### src/rtl/mips_write_buffer.sv
// Posted-write FIFO between the cache controller's store path and the Avalon master.
// Same-word stores merge into the youngest entry; entries drain one Avalon write at a time.
module mips_write_buffer #(
    parameter int DEPTH = 4,
    parameter int PTR_W = 2
) (
    input  logic             clk,
    input  logic             rst,
    input  logic             push_valid,
    input  logic [31:0]      push_address,
    input  logic [31:0]      push_data,
    input  logic [3:0]       push_byteenable,
    output logic             push_ready,
    input  logic [31:0]      lookup_address,
    output logic             lookup_hit,
    input  logic             mem_grant,
    output logic [31:0]      mem_address,
    output logic             mem_write,
    output logic [31:0]      mem_writedata,
    output logic [3:0]       mem_byteenable,
    input  logic             waitrequest,
    output logic             empty,
    output logic [PTR_W:0]   count
);

    typedef enum logic {
        IDLE  = 1'b0,
        WRITE = 1'b1
    } state_t;

    state_t             state_q, state_d;
    logic [29:0]        addr_q [DEPTH];
    logic [31:0]        data_q [DEPTH];
    logic [3:0]         be_q   [DEPTH];
    logic [PTR_W-1:0]   rd_ptr_q, rd_ptr_d;
    logic [PTR_W-1:0]   wr_ptr_q, wr_ptr_d;
    logic [PTR_W-1:0]   tail_ptr;
    logic [PTR_W-1:0]   offset;
    logic [PTR_W:0]     count_q, count_d;
    logic               merge;
    logic               push_accept;
    logic               push_new;
    logic               pop;
    logic               unused_addr_bits;

    // Byte offsets are irrelevant: entries are tracked per word.
    assign unused_addr_bits = ^{push_address[1:0], lookup_address[1:0]};

    // The head entry is being written on the bus when WRITE holds the only entry,
    // so merging into it then would change data mid-transfer.
    assign tail_ptr    = wr_ptr_q - PTR_W'(1);
    assign merge       = push_valid && (count_q != '0)
                         && (push_address[31:2] == addr_q[tail_ptr])
                         && !((state_q == WRITE) && (count_q == (PTR_W+1)'(1)));
    assign push_ready  = (count_q < (PTR_W+1)'(DEPTH)) || merge;
    assign push_accept = push_valid && push_ready;
    assign push_new    = push_accept && !merge;
    assign empty       = (count_q == '0);
    assign count       = count_q;

    always_comb begin
        state_d        = state_q;
        pop            = 1'b0;
        mem_write      = 1'b0;
        mem_address    = '0;
        mem_writedata  = '0;
        mem_byteenable = '0;
        case (state_q)
            IDLE: begin
                if (!empty && mem_grant) begin
                    state_d = WRITE;
                end
            end
            WRITE: begin
                mem_write      = 1'b1;
                mem_address    = {addr_q[rd_ptr_q], 2'b00};
                mem_writedata  = data_q[rd_ptr_q];
                mem_byteenable = be_q[rd_ptr_q];
                if (!waitrequest) begin
                    pop     = 1'b1;
                    state_d = IDLE;
                end
            end
            default: state_d = IDLE;
        endcase
    end

    always_comb begin
        rd_ptr_d = rd_ptr_q;
        wr_ptr_d = wr_ptr_q;
        count_d  = count_q;
        if (pop) begin
            rd_ptr_d = rd_ptr_q + PTR_W'(1);
        end
        if (push_new) begin
            wr_ptr_d = wr_ptr_q + PTR_W'(1);
        end
        if (push_new && !pop) begin
            count_d = count_q + (PTR_W+1)'(1);
        end else if (!push_new && pop) begin
            count_d = count_q - (PTR_W+1)'(1);
        end
    end

    // An entry is live when its distance from the head is below the occupancy.
    always_comb begin
        lookup_hit = 1'b0;
        offset     = '0;
        for (int i = 0; i < DEPTH; i++) begin
            offset = PTR_W'(i) - rd_ptr_q;
            if (({1'b0, offset} < count_q) && (addr_q[i] == lookup_address[31:2])) begin
                lookup_hit = 1'b1;
            end
        end
    end

    always_ff @(posedge clk or posedge rst) begin
        if (rst) begin
            state_q  <= IDLE;
            rd_ptr_q <= '0;
            wr_ptr_q <= '0;
            count_q  <= '0;
        end else begin
            state_q  <= state_d;
            rd_ptr_q <= rd_ptr_d;
            wr_ptr_q <= wr_ptr_d;
            count_q  <= count_d;
        end
    end

    always_ff @(posedge clk or posedge rst) begin
        if (rst) begin
            for (int i = 0; i < DEPTH; i++) begin
                addr_q[i] <= '0;
                data_q[i] <= '0;
                be_q[i]   <= '0;
            end
        end else if (push_new) begin
            addr_q[wr_ptr_q] <= push_address[31:2];
            data_q[wr_ptr_q] <= push_data;
            be_q[wr_ptr_q]   <= push_byteenable;
        end else if (merge) begin
            for (int b = 0; b < 4; b++) begin
                if (push_byteenable[b]) begin
                    data_q[tail_ptr][8*b +: 8] <= push_data[8*b +: 8];
                end
            end
            be_q[tail_ptr] <= be_q[tail_ptr] | push_byteenable;
        end
    end

endmodule
### config.mk
export PLATFORM = sky130hd
export DESIGN_NAME = mips_write_buffer
export DESIGN_NICKNAME = d
export VERILOG_FILES = /design/src/rtl/mips_write_buffer.sv
export SDC_FILE = /design/constraint.sdc
export NUM_CORES = 1
export LEC_CHECK = 0
export ABC_AREA = 1
export CELL_PAD_IN_SITES_DETAIL_PLACEMENT = 1
export CELL_PAD_IN_SITES_GLOBAL_PLACEMENT = 2
export CORE_UTILIZATION = 29
export CTS_BUF_LIST = sky130_fd_sc_hd__clkbuf_16
export CTS_CLUSTER_SIZE = 24
export DETAILED_ROUTE_END_ITERATION = 7
export HOLD_SLACK_MARGIN = 0.02
export PLACE_DENSITY_LB_ADDON = 0.08
export SKIP_LAST_GASP = 1
export SLEW_MARGIN = 20
export SYNTH_ARGS = -nofsm -noshare
export SYNTH_HDL_FRONTEND = slang
export SYNTH_SLANG_ARGS = --single-unit
### constraint.sdc
create_clock -name clk -period 9.9 [get_ports clk]
set_input_delay 1.98 -clock clk [delete_from_list [all_inputs] [get_ports clk]]
set_output_delay 1.98 -clock clk [all_outputs]
set_load 0.03 [all_outputs]
# ---- Word-level counts from Yosys, hierarchy flattened
# Cells that the tools add are included.
dict set report classes {
  mux 68
  bitwise 5
  eq_ne 6
  magnitude_cmp 10
  add_sub_neg 9
  reduce_logical 25
}
# cell n
set ops {}
lappend ops {{$mux W128} 12}
lappend ops {{$bwmux W128} 5}
lappend ops {{$demux W32 S2} 5}
lappend ops {{$mux W32} 6}
lappend ops {{$eq A30 B30 Y1} 5}
lappend ops {{$mux W30} 5}
lappend ops {{$bmux W30 S2} 2}
lappend ops {{$bwmux W120} 1}
lappend ops {{$bmux W32 S2} 1}
lappend ops {{$demux W30 S2} 1}
lappend ops {{$mux W16} 3}
lappend ops {{$bwmux W16} 2}
lappend ops {{$mux W4} 7}
lappend ops {{$mux W24} 1}
lappend ops {{$bmux W4 S2} 2}
lappend ops {{$demux W4 S2} 2}
lappend ops {{$logic_and A1 B1 Y1} 15}
lappend ops {{$lt A2 B3 Y1} 4}
lappend ops {{$ge A3 B3 Y1 const B} 3}
lappend ops {{$mux W1} 9}
lappend ops {{$not A2 Y3} 3}
lappend ops {{$mux W8} 1}
lappend ops {{$lt A3 B1 Y1 const B} 2}
lappend ops {{$mux W3} 2}
lappend ops {{other kinds (16)} 24}
dict set report word_totals {
  elab_cells 139
  reg_bits 272
}

# ---- Logic depth before layout (Yosys ltp)
dict set report depth {
  ltp_word 24
  ltp_mapped 28
}

# ---- Worst setup path before layout
# OpenSTA, ideal clock, no wires.
dict set report synth_timing {
  path_kind {input-to-output}
  startpoint {input port push_valid}
  endpoint {output port push_ready}
  cell_stages 13
  arrival_time_ns 3.295
  setup_slack_ns 4.625
  path_cell_list {nand2_1 -> a21oi_1 -> nand2_1 -> inv_1 -> nand2_1 -> nor2_1 -> nand2_1 -> nor2_1 -> nand2_2 -> buf_6 -> buf_4 -> buf_2 -> nand2_1}
}
dict set report synth_via {
  elab_chain_len 4
}
# item line_no
set synth_lines {}
lappend synth_lines {{start: declaration} 9} ;# input logic push_valid,
lappend synth_lines {{$logic_and A1 B1 Y1} 52} ;# assign merge = push_valid && (count_q != '0)
lappend synth_lines {{$logic_and A1 B1 Y1} 53} ;# && (push_address[31:2] == addr_q[tail_ptr])
lappend synth_lines {{$logic_and A1 B1 Y1} 54} ;# && !((state_q == WRITE) && (count_q == (PTR_W+1)'(1)));
lappend synth_lines {{$logic_or A1 B1 Y1} 55} ;# assign push_ready = (count_q < (PTR_W+1)'(DEPTH)) || merge;
lappend synth_lines {{end: declaration} 13} ;# output logic push_ready,
# No other way between the ends.

# ---- Final worst setup path
dict set report layout_timing {
  startpoint {register wr_ptr_q[0]}
  endpoint {output port push_ready}
}
dict set report layout_via {
  elab_chain_len 9
}
# item line_no
set layout_lines {}
lappend layout_lines {{start: declaration} 36} ;# logic [PTR_W-1:0] wr_ptr_q, wr_ptr_d;
lappend layout_lines {{start signal: assignment} 126} ;# wr_ptr_q <= wr_ptr_d;
lappend layout_lines {{$sub A2 B1 Y2} 51} ;# assign tail_ptr = wr_ptr_q - PTR_W'(1);
lappend layout_lines {{$not A2 Y3 (implied by the code)} 53}
lappend layout_lines {{$bmux W30 S2} 53}
lappend layout_lines {{$mux W30 (implied by the code) (2 in a row)} 53}
lappend layout_lines {{$eq A30 B30 Y1} 53}
lappend layout_lines {{$logic_and A1 B1 Y1} 53}
lappend layout_lines {{$logic_and A1 B1 Y1} 54}
lappend layout_lines {{$logic_or A1 B1 Y1} 55}
# No other way between the ends. The select of a mux whose other input is x is not followed.

==> flow_metrics.env <==
export IMPL_grt_usage_pct=26.30
export IMPL_vias=21290
export IMPL_ys_seq_area_share_pct=34.50
export IMPL_ios=180
export IMPL_place_ws_ns=2.614
export IMPL_grt_max_degree=119
export IMPL_wl_per_cell_um=22.33
export IMPL_remaining_drc_errors=0
export IMPL_cp_start_kind="register"
export IMPL_ys_seq_elements=272
export IMPL_dpl_hpwl_mm=58.33
export IMPL_critPathTopFamily="buffers and inverters"
export IMPL_netlist_top_cells_area="dfrtp_1 (35%), nand2_1 (23%), nand3_1 (11%), inv_1 (4.9%), nor2_1 (4.7%)"
export IMPL_area_growth_pct=17.51
export IMPL_start_util_pct=29.32
export IMPL_grt_pass1_wl_mm=139.6
export IMPL_syn_area_per_cell_um2=6.343
export IMPL_stdcell_area_mm2=0.02318
export IMPL_yosysWarnings=0
export IMPL_fin_util_pct=34.46
export IMPL_fin_skew_ns=0.02305
export IMPL_ctsHtreeMaxLevel=2
export IMPL_layout_cells_non_filler=4063
export IMPL_antenna_found_initial=3
export IMPL_worst_hold_path_endpoint="data_q[89]$_DFFE_PP0P_"
export IMPL_path_clk_slew_ns=0.06
export IMPL_final_antenna_net_count=0
export IMPL_finalSetupViolations=0
export IMPL_dp_cells=3997
export IMPL_syn_instance_count=3110
export IMPL_drt_wl_total_mm=90.72
export IMPL_synth_cell_types=39
export IMPL_cp_max_fo=46
export IMPL_clkLatencyLatePin_ns=0.57
export IMPL_maxCapViolations=0
export IMPL_cts_sinks=272
export IMPL_arrival_ns=5.31
export IMPL_num_rows=95
export IMPL_min_from="data_q[89]$_DFFE_PP0P_"
export IMPL_report_final_slew_viol_count=0
export IMPL_die_w_um=262.8
export IMPL_drive_above_1_share_pct=4.890
export IMPL_critPathBufInv=5
export IMPL_timing_rr_start="wr_ptr_q[0]$_DFFE_PP0P_"
export IMPL_r2r_slack_ns=3.75
export IMPL_fmax_mhz=137.1
export IMPL_end_kind="primary output"
export IMPL_fin_crit_sh_pct=73.66
export IMPL_r2r_end="count[2]$_DFFE_PP0P_"
export IMPL_post_synth_top_area_fraction_pct=34.50
export IMPL_cts_tree="yes"
export IMPL_fillerInstances=8508
export IMPL_grt_pass1_vias=22210
export IMPL_rr_worst_depth=21
export IMPL_powerDensity_mw_per_mm2=338.6
export IMPL_fin_tns_setup_ns=0
export IMPL_antenna_cells=0
export IMPL_ctsResizeCount=0
export IMPL_cp_slowest_cell="inv_2"
export IMPL_die_h_um=262.8
export IMPL_rsz0062_at_grt="no"
export IMPL_synth_edff_count=0
export IMPL_cts_hold_buffers_added=0
export IMPL_synth_main_ff_cell="dfrtp_1"
export IMPL_cp_depth=15
export IMPL_grt_overflow=0
export IMPL_synth_area_leader_cell="dfrtp_1"
export IMPL_core_region_area_mm2=0.06728
export IMPL_placed_area_mm2=0.02196
export IMPL_dr_pass1_iters=5
export IMPL_cpPeakStageDelay_ns=0.82
export IMPL_leakage_uw=0.01198
export IMPL_crit_chain="inv_2 > ha_2 > buf_4 > inv_2 > nand3_1 > nand3b_1 > nand2_1 > inv_1 > nand2_1 > nor2_1 > nand2_1 > nor2_1 > nand2_4 > nand2_1 > clkdlybuf4s50_1"
export IMPL_place_gp_congestion=0.8377
export IMPL_status="completed"
export IMPL_syn_area_mm2=0.01973
export IMPL_die_area_mm2=0.06907
export IMPL_peakVddDrop_mv=0.2223
export IMPL_hold_depth=2
export IMPL_nNetsFinal=3283
export IMPL_hold_viol=0
export IMPL_layout_min_cycle_time_ns=7.292
export IMPL_viasPerCell=5.241
export IMPL_criticalPathCategory="reg -> out"
export IMPL_portBuffers=173
export IMPL_cts_buffer_depth=3
export IMPL_hold_path_class="reg -> reg"
export IMPL_setup_ws_ns=2.608
export IMPL_cts_setup_buffers=0
export IMPL_cpMostUsedCell="nand2_1"
export IMPL_tightest_slew_ns=1.100
export IMPL_required_ns=7.92
export IMPL_async_flop_share_pct=100.0
export IMPL_max_slew_margin_rel_pct=26.49
export IMPL_numCtsBuffers=39
export IMPL_root_buffer="clkbuf_16"
export IMPL_drtIter0Drc=1246
==> layout make-up <==
class	instances	area [um^2]	share of cell area (%)
sequential	272	6813	29.39
clock inverter	27	240.2	1.036
inverter	276	1047	4.518
clock buffer	39	975.9	4.210
tap	873	1092	4.712
multi-input combinational	2370	11030	47.60
timing repair buffer	206	1979	8.539
==> worst max-delay path by stage <==
stage | start | end | slack [ns]
floorplan | rst | addr_q[0]$_DFFE_PP0P_ | 0.42
global placement | lookup_address[18] | lookup_hit | 2.57
detailed placement | lookup_address[18] | lookup_hit | 2.61
CTS | wr_ptr_q[0]$_DFFE_PP0P_ | push_ready | 2.51
global route | wr_ptr_q[0]$_DFFE_PP0P_ | push_ready | 2.30
finish | wr_ptr_q[0]$_DFFE_PP0P_ | push_ready | 2.61
==> synth_stat cells, types with 14 or more instances <==
master,count
nand2_1,1190
nor3_1,14
o21ai_1,37
nor2_1,248
o22ai_1,21
inv_1,259
a22oi_1,37
nand2_2,17
a31oi_1,37
a221oi_1,29
nand4_1,27
nand3b_1,14
clkbuf_1,96
buf_2,44
xor2_1,36
dfrtp_1,272
a21oi_1,15
o21ai_2,16
buf_1,18
nand3_1,439
o21ai_0,99
buf_4,29
xnor2_1,35
==> logic make-up (layout without fill, tap and decap cells) <==
group                      Yosys count  in the layout  share of synthesized area (%)
adders and majority gates           13             13                         0.8245
xor gates and xnor gates            71             71                          3.152
other                                1              2                        0.01901
DFF                                272            272                          34.50
AOI/OAI and AO/OA                  310            310                          9.881
buffers and inverters              469            548                          9.951
and+or+nand+nor                   1974           1974                          41.67
==> state kept, by name, indices dropped and copies added, names as in the netlist <==
| name | flops |
|---|---|
| data_q | 128 |
| count | 3 |
| wr_ptr_q | 2 |
| rd_ptr_q | 2 |
| state_q | 1 |
| be_q | 16 |
| addr_q | 120 |
==> layer usage <==
| metal | global-route usage (%) | wire length, um | up-vias |
|---|---|---|---|
| met5 | 0 | 36 | - |
| met2 | 45.50 | 43940 | 400 |
| met3 | 3.336 | 3527 | 135 |
| met1 | 34.02 | 40550 | 10650 |
| met4 | 7.934 | 2666 | 6 |
| li1 | - | - | 10100 |
==> cells in the final DEF (no fill, tap or decap), types with 33 or more instances in the layout <==
cell	instances
o21ai_0	99
xor2_1	36
inv_1	263
nand3_1	438
clkdlybuf4s50_1	173
o21ai_1	37
nor2_1	246
buf_4	33
a22oi_1	37
a31oi_1	37
dfrtp_1	269
clkbuf_16	39
nand2_1	1190
xnor2_1	35
==> worst min-delay path, cell delays in order (launching register included) <==
cell and delay, ns:
dfrtp_1 0.34, nand2_1 0.05, nand2_1 0.05
==> through the flow <==
| stage | hold WS (ns) | total power, uW |
|---|---|---|
| after global placement | 0.4630 | 6389 |
| final | 0.4787 | 7849 |
| after floorplan | 0.4497 | 4738 |
| after CTS | 0.4819 | 7931 |
| after detailed placement | 0.4659 | 6498 |
| after global routing | 0.4959 | 8446 |
==> power breakdown <==
group	switching (uW)	internal (uW)
sequential	463	1560
clock	573	818
combinational	3150	1290
Power figures use the tool's default switching activity.
